`src/rtl/mmu_req_sync_fifo.sv`:
```
// Clocked landing stage for the merged two-phase MMU request stream: synchronises
// i_drive, captures the payload into a small FIFO and returns o_free once it is stored.
module mmu_req_sync_fifo #(
    parameter int DATA_WIDTH  = 88,
    parameter int DEPTH       = 4,
    parameter int SYNC_STAGES = 2,
    parameter int CNT_WIDTH   = 16
) (
    input  logic                         clk,
    input  logic                         rstn,
    input  logic                         i_drive,
    input  logic [DATA_WIDTH-1:0]        i_data,
    output logic                         o_free,
    output logic                         o_valid,
    output logic [DATA_WIDTH-1:0]        o_data,
    input  logic                         i_ready,
    output logic                         o_full,
    output logic [$clog2(DEPTH+1)-1:0]   o_level,
    output logic [CNT_WIDTH-1:0]         o_req_cnt
);
    localparam int PW = $clog2(DEPTH);
    localparam int LW = $clog2(DEPTH+1);

    logic [SYNC_STAGES-1:0] r_sync;
    logic                   r_phase;
    logic                   r_free;
    logic                   r_valid;
    logic                   r_full;
    logic [PW-1:0]          r_wr_ptr;
    logic [PW-1:0]          r_rd_ptr;
    logic [LW-1:0]          r_count;
    logic [CNT_WIDTH-1:0]   r_req_cnt;
    logic [DATA_WIDTH-1:0]  r_mem [DEPTH];

    logic                   w_pending;
    logic                   w_push;
    logic                   w_pop;
    logic [LW-1:0]          w_count_nxt;

    // A new request is outstanding while the synchronised toggle differs from our phase.
    assign w_pending = r_sync[SYNC_STAGES-1] ^ r_phase;
    // Full is the registered (pre-edge) flag, so a pop never frees a slot for the same edge.
    assign w_push    = w_pending & ~r_full;
    assign w_pop     = r_valid & i_ready;

    always_comb begin
        w_count_nxt = r_count;
        if (w_push && !w_pop)
            w_count_nxt = r_count + 1'b1;
        else if (!w_push && w_pop)
            w_count_nxt = r_count - 1'b1;
    end

    always_ff @(posedge clk) begin
        if (!rstn) begin
            r_sync    <= '0;
            r_phase   <= 1'b0;
            r_free    <= 1'b0;
            r_valid   <= 1'b0;
            r_full    <= 1'b0;
            r_wr_ptr  <= '0;
            r_rd_ptr  <= '0;
            r_count   <= '0;
            r_req_cnt <= '0;
            for (int i = 0; i < DEPTH; i++)
                r_mem[i] <= '0;
        end else begin
            r_sync <= {r_sync[SYNC_STAGES-2:0], i_drive};
            if (w_push) begin
                r_mem[r_wr_ptr] <= i_data;
                r_wr_ptr        <= r_wr_ptr + 1'b1;
                r_phase         <= ~r_phase;
                r_free          <= ~r_free;
                r_req_cnt       <= r_req_cnt + 1'b1;
            end
            if (w_pop)
                r_rd_ptr <= r_rd_ptr + 1'b1;
            r_count <= w_count_nxt;
            r_valid <= (w_count_nxt != '0);
            r_full  <= (w_count_nxt == LW'(DEPTH));
        end
    end

    assign o_free    = r_free;
    assign o_valid   = r_valid;
    assign o_full    = r_full;
    assign o_level   = r_count;
    assign o_req_cnt = r_req_cnt;
    assign o_data    = r_mem[r_rd_ptr];

endmodule
```
`config.mk`:
```
export PLATFORM = sky130hd
export DESIGN_NAME = mmu_req_sync_fifo
export DESIGN_NICKNAME = d
export VERILOG_FILES = /design/src/rtl/mmu_req_sync_fifo.sv
export SDC_FILE = /design/constraint.sdc
export NUM_CORES = 1
export LEC_CHECK = 0
export CAP_MARGIN = 5
export CORE_MARGIN = 5
export CORE_UTILIZATION = 50
export DETAILED_ROUTE_END_ITERATION = 16
export GPL_TIMING_DRIVEN = 0
export HOLD_SLACK_MARGIN = 0.02
export PLACE_DENSITY_LB_ADDON = 0.08
export SETUP_SLACK_MARGIN = 0.4
export SLEW_MARGIN = 20
export SYNTH_ARGS = -nofsm -noshare
export SYNTH_HDL_FRONTEND = slang
export SYNTH_SLANG_ARGS = --single-unit
export TNS_END_PERCENT = 30
```
`constraint.sdc`:
```
create_clock -name clk -period 7.8 [get_ports clk]
set_clock_uncertainty 0.2 [all_clocks]
set_input_delay 1.17 -clock clk [delete_from_list [all_inputs] [get_ports clk]]
set_output_delay 1.17 -clock clk [all_outputs]
set_load 0.1 [all_outputs]
```
==> flow_summary.yaml <==
outcome:
  status: "completed"
logic_synthesis:
  yosys.area.top_type: "edfxtp_1"
  synth_edf_count: 352
  synth-main-ff-cell: "edfxtp_1"
  synth-seq-cells: 383
  synth_nets: 1179
  synth-async-reset-ratio: 0
  synth_cell_type_count: 33
  synth_area_sq_um: 16100
  ys_seq_area_frac: 0.696
  netlist_top_cells_area: "edfxtp_1 (66%), mux4_2 (12%), and2_1 (4.4%), nor2_1 (4.2%), dfxtp_1 (3.9%)"
  avgSynthCellArea_sq_um: 14.8
  yosys_warnings: 0
  synth_top_cell_area_share: 0.658
  netlist_instances: 1084
sta:
  finalSetupViolCount: 0
  slew_viol_final: 0
  max_freq_mhz: 190
  slew_headroom: 0.266
  worst_slack_ps: 2520
  hold_viol_final: 0
  period_minus_slack_ps: 5280
  period_share: 0.676
  grt_setup_unrepaired: "no"
  worstMarginPinSlew_ps: 1100
clocking:
  cts.sinks: 383
  clk_path_buf_depth: 3
  cts_root_buf: "clkbuf_16"
  postCtsSetupRepairBufs: 0
  cts-buffers-inserted: 41
  cts_tree: "done"
  holdBufCountCts: 0
  clk_latency_ps: 520
  clk_pin_slew_ps: 60
  cts-htree-levels: 2
  cts_resized: 0
layout:
  drive_above_1_share: 0.137
  stdcell_count: 1776
  syn2layout_area_growth_pct: 26.5
  final_nets: 1437
detailed_routing:
  final_antenna_net_count: 0
  via_per_inst: 5.17
  vias: 9187
  first_pass_iters: 5
  drc_errors: 0
  drt_iter0_markers: 538
  routed_wirelength_um: 35600
  wire_per_inst_um: 20.1
pwr:
  power.net_switching_uw: 2780
  combinationalPowerShare: 0.370
  clkPwrFrac: 0.265
  ir_drop_mv: 0.241
  switching_share: 0.385
  internal-power_uw: 4440
  p_leak_uw: 0.00770
  power-per-cell-area_nw_per_um2: 355
  power.sequential.fraction: 0.365
worst_setup_path:
  start_kind: "flop"
  crit_path_end_kind: "output pin"
  reg2reg_depth: 8
  cp.required_ps: 6430
  crit_arrival_ps: 3910
  cpLargestDelayFamily: "buffers and inverters"
  slowest_stage: "clkdlybuf4s50_1"
  path_common_cell: "clkbuf_1"
  cpPeakStageDelay_ps: 1140
  r2r_slack_ps: 4360
  critPathMaxFanout: 10
  worstPathCellList: "clkbuf_1 -> clkbuf_1 -> clkbuf_1 -> mux4_2 -> clkdlybuf4s50_1"
  path_buf_inv: 4
  cp.depth: 5
  criticalPathCategory: "reg -> out"
global_route:
  grt_pass1_vias: 9705
  track_usage: 0.200
  grt_pass1_wl_um: 54800
  grt_overflow: 0
  antenna_found_initial: 4
  grt_max_degree: 42
floorplan:
  fp.dieW_um: 189
  die_h_um: 189
  initial_core_util: 0.508
  dieArea_sq_um: 35800
  coreArea_sq_um: 31600
  ios: 202
  num_rows: 65
place:
  io_buffers: 201
  place_ws_ps: 2970
  dp_hpwl_um: 23200
  gp_congestion: 0.769
  dp.cells: 1701
run:
  maxCapViolCount: 0
worst_hold_path:
  hp-class: "reg -> reg"
  whs_path_depth: 1
## synthesized netlist by cell type (all sizes together), types with 2 or more instances
| cell | n |
|---|---|
| clkbuf | 48 |
| and4 | 2 |
| and2 | 112 |
| ha | 3 |
| o21ai | 3 |
| edfxtp | 352 |
| xor2 | 4 |
| inv | 91 |
| nor2 | 179 |
| buf | 15 |
| nand4 | 5 |
| dfxtp | 31 |
| mux2i | 2 |
| mux4 | 88 |
| a21oi | 2 |
| nand3 | 7 |
| nand2b | 5 |
| xnor2 | 20 |
| nand2 | 101 |
| nor2b | 4 |
## state kept, by name, indices dropped and copies added, names as in the netlist, named ones only
| register | cells |
|---|---|
| o_level | 3 |
| r_wr_ptr | 2 |
| r_rd_ptr | 2 |
| o_full | 1 |
| r_sync | 2 |
| o_free | 1 |
| o_valid | 1 |
| r_phase | 1 |
| o_req_cnt | 16 |
| r_mem | 352 |
## final timing paths
check / start / to
max: flop / o_data[73]
min: r_sync[0] / r_sync[1]
max reg2reg: r_phase / r_mem[0][60]
min reg2reg: r_sync[0] / r_sync[1]
## kinds of logic (layout without fill, tap and decap cells)
kind of cell / count (synthesis) / after routing / synth area share
buffers and inverters: 154 / 442 / 0.0378
AO/OA/AOI/OAI: 11 / 11 / 0.00459
other: 0 / 2 / 0
flip-flops: 383 / 383 / 0.696
multiplexers: 90 / 90 / 0.125
XOR/XNOR: 24 / 24 / 0.0131
AND/OR/NAND/NOR: 419 / 419 / 0.121
adder cells (fa/ha/maj): 3 / 3 / 0.00234
## cell type report
| cell class | instances | area [sq um] |
|---|---|---|
| clock inverters | 26 | 249 |
| inverters | 91 | 342 |
| fillers | 2400 | 11300 |
| diodes | 2 | 5.00 |
| well taps | 402 | 503 |
| clock buffers | 47 | 1080 |
| flip-flops and latches | 383 | 11200 |
| repair buffers | 215 | 2370 |
| multi-input cells | 547 | 4310 |
| plain buffers | 63 | 267 |
## placed cells by master (no fill, tap or decap), drive strengths merged, types with 2 or more instances in the layout
| cell type | Yosys | layout |
|---|---|---|
| bufinv | 0 | 5 |
| xnor2 | 20 | 20 |
| ha | 3 | 3 |
| edfxtp | 352 | 352 |
| nand2b | 5 | 5 |
| xor2 | 4 | 4 |
| clkinv | 0 | 20 |
| nor2 | 179 | 179 |
| nor2b | 4 | 4 |
| nand2 | 101 | 101 |
| and2 | 112 | 112 |
| clkdlybuf4s50 | 0 | 201 |
| dfxtp | 31 | 31 |
| diode | 0 | 2 |
| nand4 | 5 | 5 |
| and4 | 2 | 2 |
| mux4 | 88 | 88 |
| mux2i | 2 | 2 |
| a21oi | 2 | 2 |
| o21ai | 3 | 3 |
| nand3 | 7 | 7 |
| buf | 15 | 29 |
| clkbuf | 48 | 95 |
| inv | 91 | 91 |
## per-stage QoR
step	power, uW	setup TNS [ps]	utilization	instance area, sq um	hold slack (ps)
6_report	7220	0	0.642	20300	226
2_1_floorplan	4660	-78210	-	16100	212
5_1_grt	7510	0	0.642	20300	251
3_3_place_gp	5360	-979810	0.587	18600	222
4_1_cts	7300	0	0.642	20300	230
3_5_place_dp	5380	0	0.600	19000	218
## power groups by stage
stage | sequential [uW] | combinational (uW) | clock, uW
3_5_place_dp | 2680 | 2700 | 0
2_1_floorplan | 2780 | 1880 | 0
4_1_cts | 2640 | 2700 | 1960
3_3_place_gp | 2730 | 2630 | 0
5_1_grt | 2660 | 2790 | 2060
6_report | 2630 | 2670 | 1910
## worst reg2reg max path: stages (launching register included)
cell	delay, ps
dfxtp_1	400
xnor2_1	210
nor2_4	260
and2_1	160
buf_4	200
nor3b_4	590
buf_4	300
nand2b_4	460
buf_16	320
## routing by layer
layer / wire, um / GRT usage / vias up
li1: - / - / 4368
met1: 14300 / 0.259 / 4491
met2: 18100 / 0.342 / 267
met3: 2490 / 0.0492 / 57
met4: 682 / 0.0512 / 4
met5: 32 / 0.00412 / -
No activity file was read; power rests on OpenSTA's default activity.
==> edit 1: new RTL, config.mk and constraints unchanged <==
Set the parameter `SYNC_STAGES` to 4 (it was 2).
--- a/src/rtl/mmu_req_sync_fifo.sv
+++ b/src/rtl/mmu_req_sync_fifo.sv
@@ -3,7 +3,7 @@
 module mmu_req_sync_fifo #(
     parameter int DATA_WIDTH  = 88,
     parameter int DEPTH       = 4,
-    parameter int SYNC_STAGES = 2,
+    parameter int SYNC_STAGES = 4,
     parameter int CNT_WIDTH   = 16
 ) (
     input  logic                         clk,
Formal check against the unedited RTL: not equivalent (a bounded check fails within 4 cycles, from zero or initial values and one cycle with rstn low).
==> edit 1 against the unedited design <==
Combinational power is 9.0% lower; total power is 4.9% lower; utilization is 0.12 points lower; sequential cell count is 2 higher; final cell count is 0.45% higher; synthesized area is 0.31% higher; first-iteration DRC count is 15% higher; sequential power is 2% lower; worst setup slack worse by 92 ps; wire length is 1.4% lower; final area hardly changed; clock power is 3% lower; critical path type unchanged; largest power group is now registers; highest routed layer unchanged.
==> edit 1: results (changes against the unedited design) <==
- Gr usage total: 19.79% (was 19.96%)
- DR iter-0 viols: 619 (was 538)
- WL per Instance: 19.68 um (was 20.05 um)
- DR vias/cell: 5.166 (was 5.173)
- Top cells by area, synth: edfxtp_1 66%, mux4_2 12%, and2_1 4.4% (unchanged)
- WP data arrival: 4000 ps (was 3910 ps)
- Max reg flops: 352 (unchanged)
- Critical path peak fanout: 10 (unchanged)
- Post-route met1 wirelength: 14740 um (was 14330 um)
- Mean post-synth cell area: 14.76 sq um (was 14.82 sq um)
- NumNets Final: 1445 (was 1437)
- Post-synthesis async set-or-reset flop share: 0% (unchanged)
- Pins Over Slew Limit: 0 (unchanged)
- Clk buf depth: 3 (unchanged)
- Port bufs: 200 (was 201)
- WL met2: 17680 um (was 18090 um)
- LEAKAGE: 7.670 nW (was 7.705 nW)
- Worst hold path class: flop to flop (unchanged)
- First-pass GRT wire length: 55260 um (was 54770 um)
- TritonRoute pass-1 iters: 4 (was 5)
- Filler instances: 2417 (was 2400)
- Ant diodes: 0 (was 2)
- Net Sw Frac: 37.88% (was 38.53%)
- Status: complete, no violations (unchanged)
- Hold path startpoint: r_sync[1] (was r_sync[0])
- Synth cell count leaders: 352 x edfxtp_1, 180 x nor2_1, 114 x and2_1 (was 352 x edfxtp_1, 178 x nor2_1, 112 x and2_1)
- GR Layer Usage met3: 3.890% (was 4.923%)
- Hpwl dp: 23170 um (was 23200 um)
- Mapped Nets: 1187 (was 1179)
- Post-CTS sizing: 0 (unchanged)
- Register area share after synthesis: 69.68% (was 69.65%)
- Routed via count: 9217 (was 9187)
- Crit path kind: flop to output pin (unchanged)
- Vias in the first global route: 9903 (was 9705)
- Proportion of layout cells with a drive suffix above 1: 13.17% (was 13.70%)
- Largest net degree at the start of global routing: 45 (was 42)
- Met1 Track Usage GR: 26.71% (was 25.86%)
- Worst vdd rail ir drop: 224.7 uV (was 240.8 uV)
- Slew HR: 27.60% (was 26.55%)
- Total CTS buffers: 42 (was 41)
- Placed cell count: 1708 (was 1701)
- Distinct cells, synth: 31 (was 33)
- WL met3: 2021 um (was 2487 um)
- Met2 Usage GRT: 33.95% (was 34.18%)
- RePlAce Congestion: 0.7554 (was 0.7691)
- Initial antenna violation count: 2 (was 4)
edit 1: cell types whose count changed in the layout (fill, tap and decap cells not counted), moves of 3 or more:
cell       delta
bufinv_16     -4
clkinv_2      -3
clkbuf_1      +8
clkbuf_16     +4
nor3_1        +3
edit 1: area by class of cell:
| type | count | share of cell area [%] |
|---|---|---|
| clock inverters | 20 | 0.5907 |
| clock buffers | 56 | 5.790 |
| well taps | 402 | 2.473 |
| repair buffers | 214 | 11.70 |
| inverters | 92 | 1.698 |
| flip-flops and latches | 385 | 55.23 |
| plain buffers | 64 | 1.329 |
| multi-input cells | 551 | 21.19 |
edit 1: per-stage QoR:
step | setup slack [ps] | area (sq um)
final | 2431 | 20340
after global routing | 2293 | 20340
after CTS | 2362 | 20340
after detailed placement | 2938 | 19040
after global placement | -5326 | 18620
after floorplan | -451.9 | 16120
edit 1: critical path: stages, from the launching register on:
cell and delay, ps:
dfxtp_1 300, clkbuf_1 480, clkbuf_1 560, clkbuf_1 610
mux4_2 360, clkdlybuf4s50_1 1150
edit 1: worst paths after layout:
path	slack, ps	cells after the start	to
setup / recovery	2430	5	o_data[71]
hold / removal	230	1	r_sync[2]
setup reg to reg	4650	8	r_mem[0][58]
hold reg to reg	230	1	r_sync[2]
edit 1: kinds of logic after synthesis:
logic type | Yosys count | synth area share (%)
mux | 90 | 12.42
simple gates | 423 | 12.09
xor+xnor | 24 | 1.304
flops | 385 | 69.68
fa+ha+maj | 3 | 0.2329
compound gates | 11 | 0.4581
buf+inv | 156 | 3.819
edit 1: power by group through the flow:
stage                     Sequential, W  Combinational (W)  Clock [W]
after floorplan                 0.00272            0.00171          0
after global placement          0.00266            0.00240          0
after detailed placement        0.00262            0.00245          0
after CTS                       0.00258            0.00246    0.00190
after global routing            0.00260            0.00255    0.00199
final                           0.00258            0.00243    0.00186
==> edit 2: new RTL, same settings <==
Made on the original files. Register the output `o_level` once more, cleared by the reset; this adds one clock of latency there. The other outputs are not delayed to match.
--- a/src/rtl/mmu_req_sync_fifo.sv
+++ b/src/rtl/mmu_req_sync_fifo.sv
@@ -84,7 +84,13 @@
     assign o_free    = r_free;
     assign o_valid   = r_valid;
     assign o_full    = r_full;
-    assign o_level   = r_count;
+    always_ff @(posedge clk) begin
+        if (!rstn) begin
+            o_level <= '0;
+        end else begin
+            o_level <= r_count;
+        end
+    end
     assign o_req_cnt = r_req_cnt;
     assign o_data    = r_mem[r_rd_ptr];
 
Function: changed (Yosys sat finds a counterexample within 4 cycles, from zero or initial values and one cycle with rstn low).
==> edit 2 against the unedited design <==
Total power decreased by 1.5%; critical endpoint is now o_data[71]; critical path type unchanged; wire length decreased by 0.72%; synthesized area increased by 0.44%; largest cell class unchanged; register-to-register slack improved by 170 ps; highest routed layer is now met4; final area decreased by 0.21%; sequential cell count increased by 3; worst setup slack got worse by 3.6 ps.
==> edit 2: results (changes against the unedited design) <==
- Met2 Usage GRT: 33.22% (was 34.18%)
- Worst R2R Path Depth: 8 (unchanged)
- Register area share after synthesis: 69.72% (was 69.65%)
- Gr usage total: 19.66% (was 19.96%)
- Crit-path max cell delay: 1140 ps (about the same)
- Post-route met1 wirelength: 14930 um (was 14330 um)
- Worst vdd rail ir drop: 227.8 uV (was 240.8 uV)
- TritonRoute pass-1 iters: 4 (was 5)
- WL met3: 2092 um (was 2487 um)
- R2R Setup Slk: 4530 ps (was 4360 ps)
- First-pass GRT wire length: 54580 um (was 54770 um)
- GR Layer Usage met3: 4.000% (was 4.923%)
- LEAKAGE: 7.675 nW (was 7.705 nW)
- Proportion of layout cells with a drive suffix above 1: 12.84% (was 13.70%)
- Critical path peak fanout: 10 (unchanged)
- Vias in the first global route: 9720 (was 9705)
- Distinct cells, synth: 32 (was 33)
- Port bufs: 201 (unchanged)
- RePlAce Congestion: 0.7464 (was 0.7691)
- Synth cell count leaders: 352 x edfxtp_1, 180 x nor2_1, 112 x and2_1 (was 352 x edfxtp_1, 178 x nor2_1, 112 x and2_1)
- Hold Path Sink: r_sync[1] (unchanged)
- Status: complete, no violations (unchanged)
- Mapped Nets: 1187 (was 1179)
- WL met2: 17560 um (was 18090 um)
- Met1 Track Usage GR: 26.42% (was 25.86%)
- CP top delay family: buffers and inverters (unchanged)
- CTS clk-pin slew, worst paths: 60 ps (about the same)
- WP data arrival: 3910 ps (about the same)
- Hpwl dp: 23070 um (was 23200 um)
- Post-Route WL: 35360 um (was 35620 um)
- Net Sw Frac: 38.89% (was 38.53%)
- Placed cell area: 0.01904 sq mm (was 0.01898 sq mm)
- R2r endpoint: r_mem[0][65] (was r_mem[0][60])
- Clock Latency Late Sink: 530 ps
- Top cells by area, synth: edfxtp_1 65%, mux4_2 12%, and2_1 4.3% (was edfxtp_1 66%, mux4_2 12%, and2_1 4.4%)
- Actual slew at the worst max-slew pin: 1090 ps (was 1098 ps)
- Worst hold path class: flop to flop (unchanged)
- Final Hold Fails: 0 (unchanged)
- Post-synthesis async set-or-reset flop share: 0% (unchanged)
- Post-synth EDFFs: 352 (unchanged)
- DR top layer: met4 (was met5)
- Filler instances: 2374 (was 2400)
- Setup crit start kind: flop (unchanged)
- Crit path to: o_data[71] (was o_data[73])
- Clk buf depth: 3 (unchanged)
- Hold Path Stages: 1 (unchanged)
- Post-CTS setup buffers: 0 (unchanged)
- DR vias/cell: 5.181 (was 5.173)
- Hold path startpoint: r_sync[0] (unchanged)
- Initial antenna violation count: 1 (was 4)
- Largest net degree at the start of global routing: 38 (was 42)
- NumNets Final: 1446 (was 1437)
- Total CTS buffers: 41 (unchanged)
- DR iter-0 viols: 510 (was 538)
- Reg2reg start: r_phase (unchanged)
[edit 2: cell types whose count changed after synthesis, moves of 2 or more]
cell	delta
nor3_1	+3
nor2b_1	+3
and4_1	-2
nor2_1	+2
xnor2_1	-2
dfxtp_1	+3
xor2_1	+2
[edit 2: power groups by stage]
stage	clock network [W]	registers (W)	logic [W]
CTS	0.00185	0.00265	0.00268
finish	0.00181	0.00265	0.00265
detailed placement	0	0.00270	0.00267
global placement	0	0.00275	0.00261
global route	0.00193	0.00267	0.00278
floorplan	0	0.00279	0.00188
[edit 2: cell type report]
| cell class | instances | area, sq um | share of cell area (%) |
|---|---|---|---|
| Timing Repair Buffer | 216 | 2365 | 11.66 |
| Multi-Input combinational cell | 551 | 4313 | 21.27 |
| Antenna cell | 1 | 2.502 | 0.01234 |
| Clock inverter | 17 | 106.4 | 0.5244 |
| Buffer | 63 | 266.5 | 1.314 |
| Inverter | 92 | 345.3 | 1.703 |
| Tap cell | 402 | 503.0 | 2.480 |
| Clock buffer | 54 | 1127 | 5.559 |
| Sequential cell | 386 | 11250 | 55.48 |
[edit 2: metrics by stage]
step           TNS [ps]  hold WS, ps  std cells  worst slack (ps)  power [W]
6_report              0        228.3       1782              2520   0.007107
3_5_place_dp          0        219.2       1710              3000   0.005370
2_1_floorplan    -79540        211.9       1092            -451.9   0.004667
4_1_cts               0        231.0       1781              2422   0.007183
3_3_place_gp    -964180        218.3       1695             -5624   0.005355
5_1_grt               0        264.0       1782              2295   0.007380
[edit 2: logic make-up after synthesis]
group                    after synthesis  synth area share [%]
multiplexers                          90                 12.41
XOR/XNOR                              24                 1.303
buffers and inverters                155                 3.791
AO/OA/AOI/OAI                         11                0.4575
AND/OR/NAND/NOR                      423                 12.09
flip-flops                           386                 69.72
adder cells (fa/ha/maj)                3                0.2326
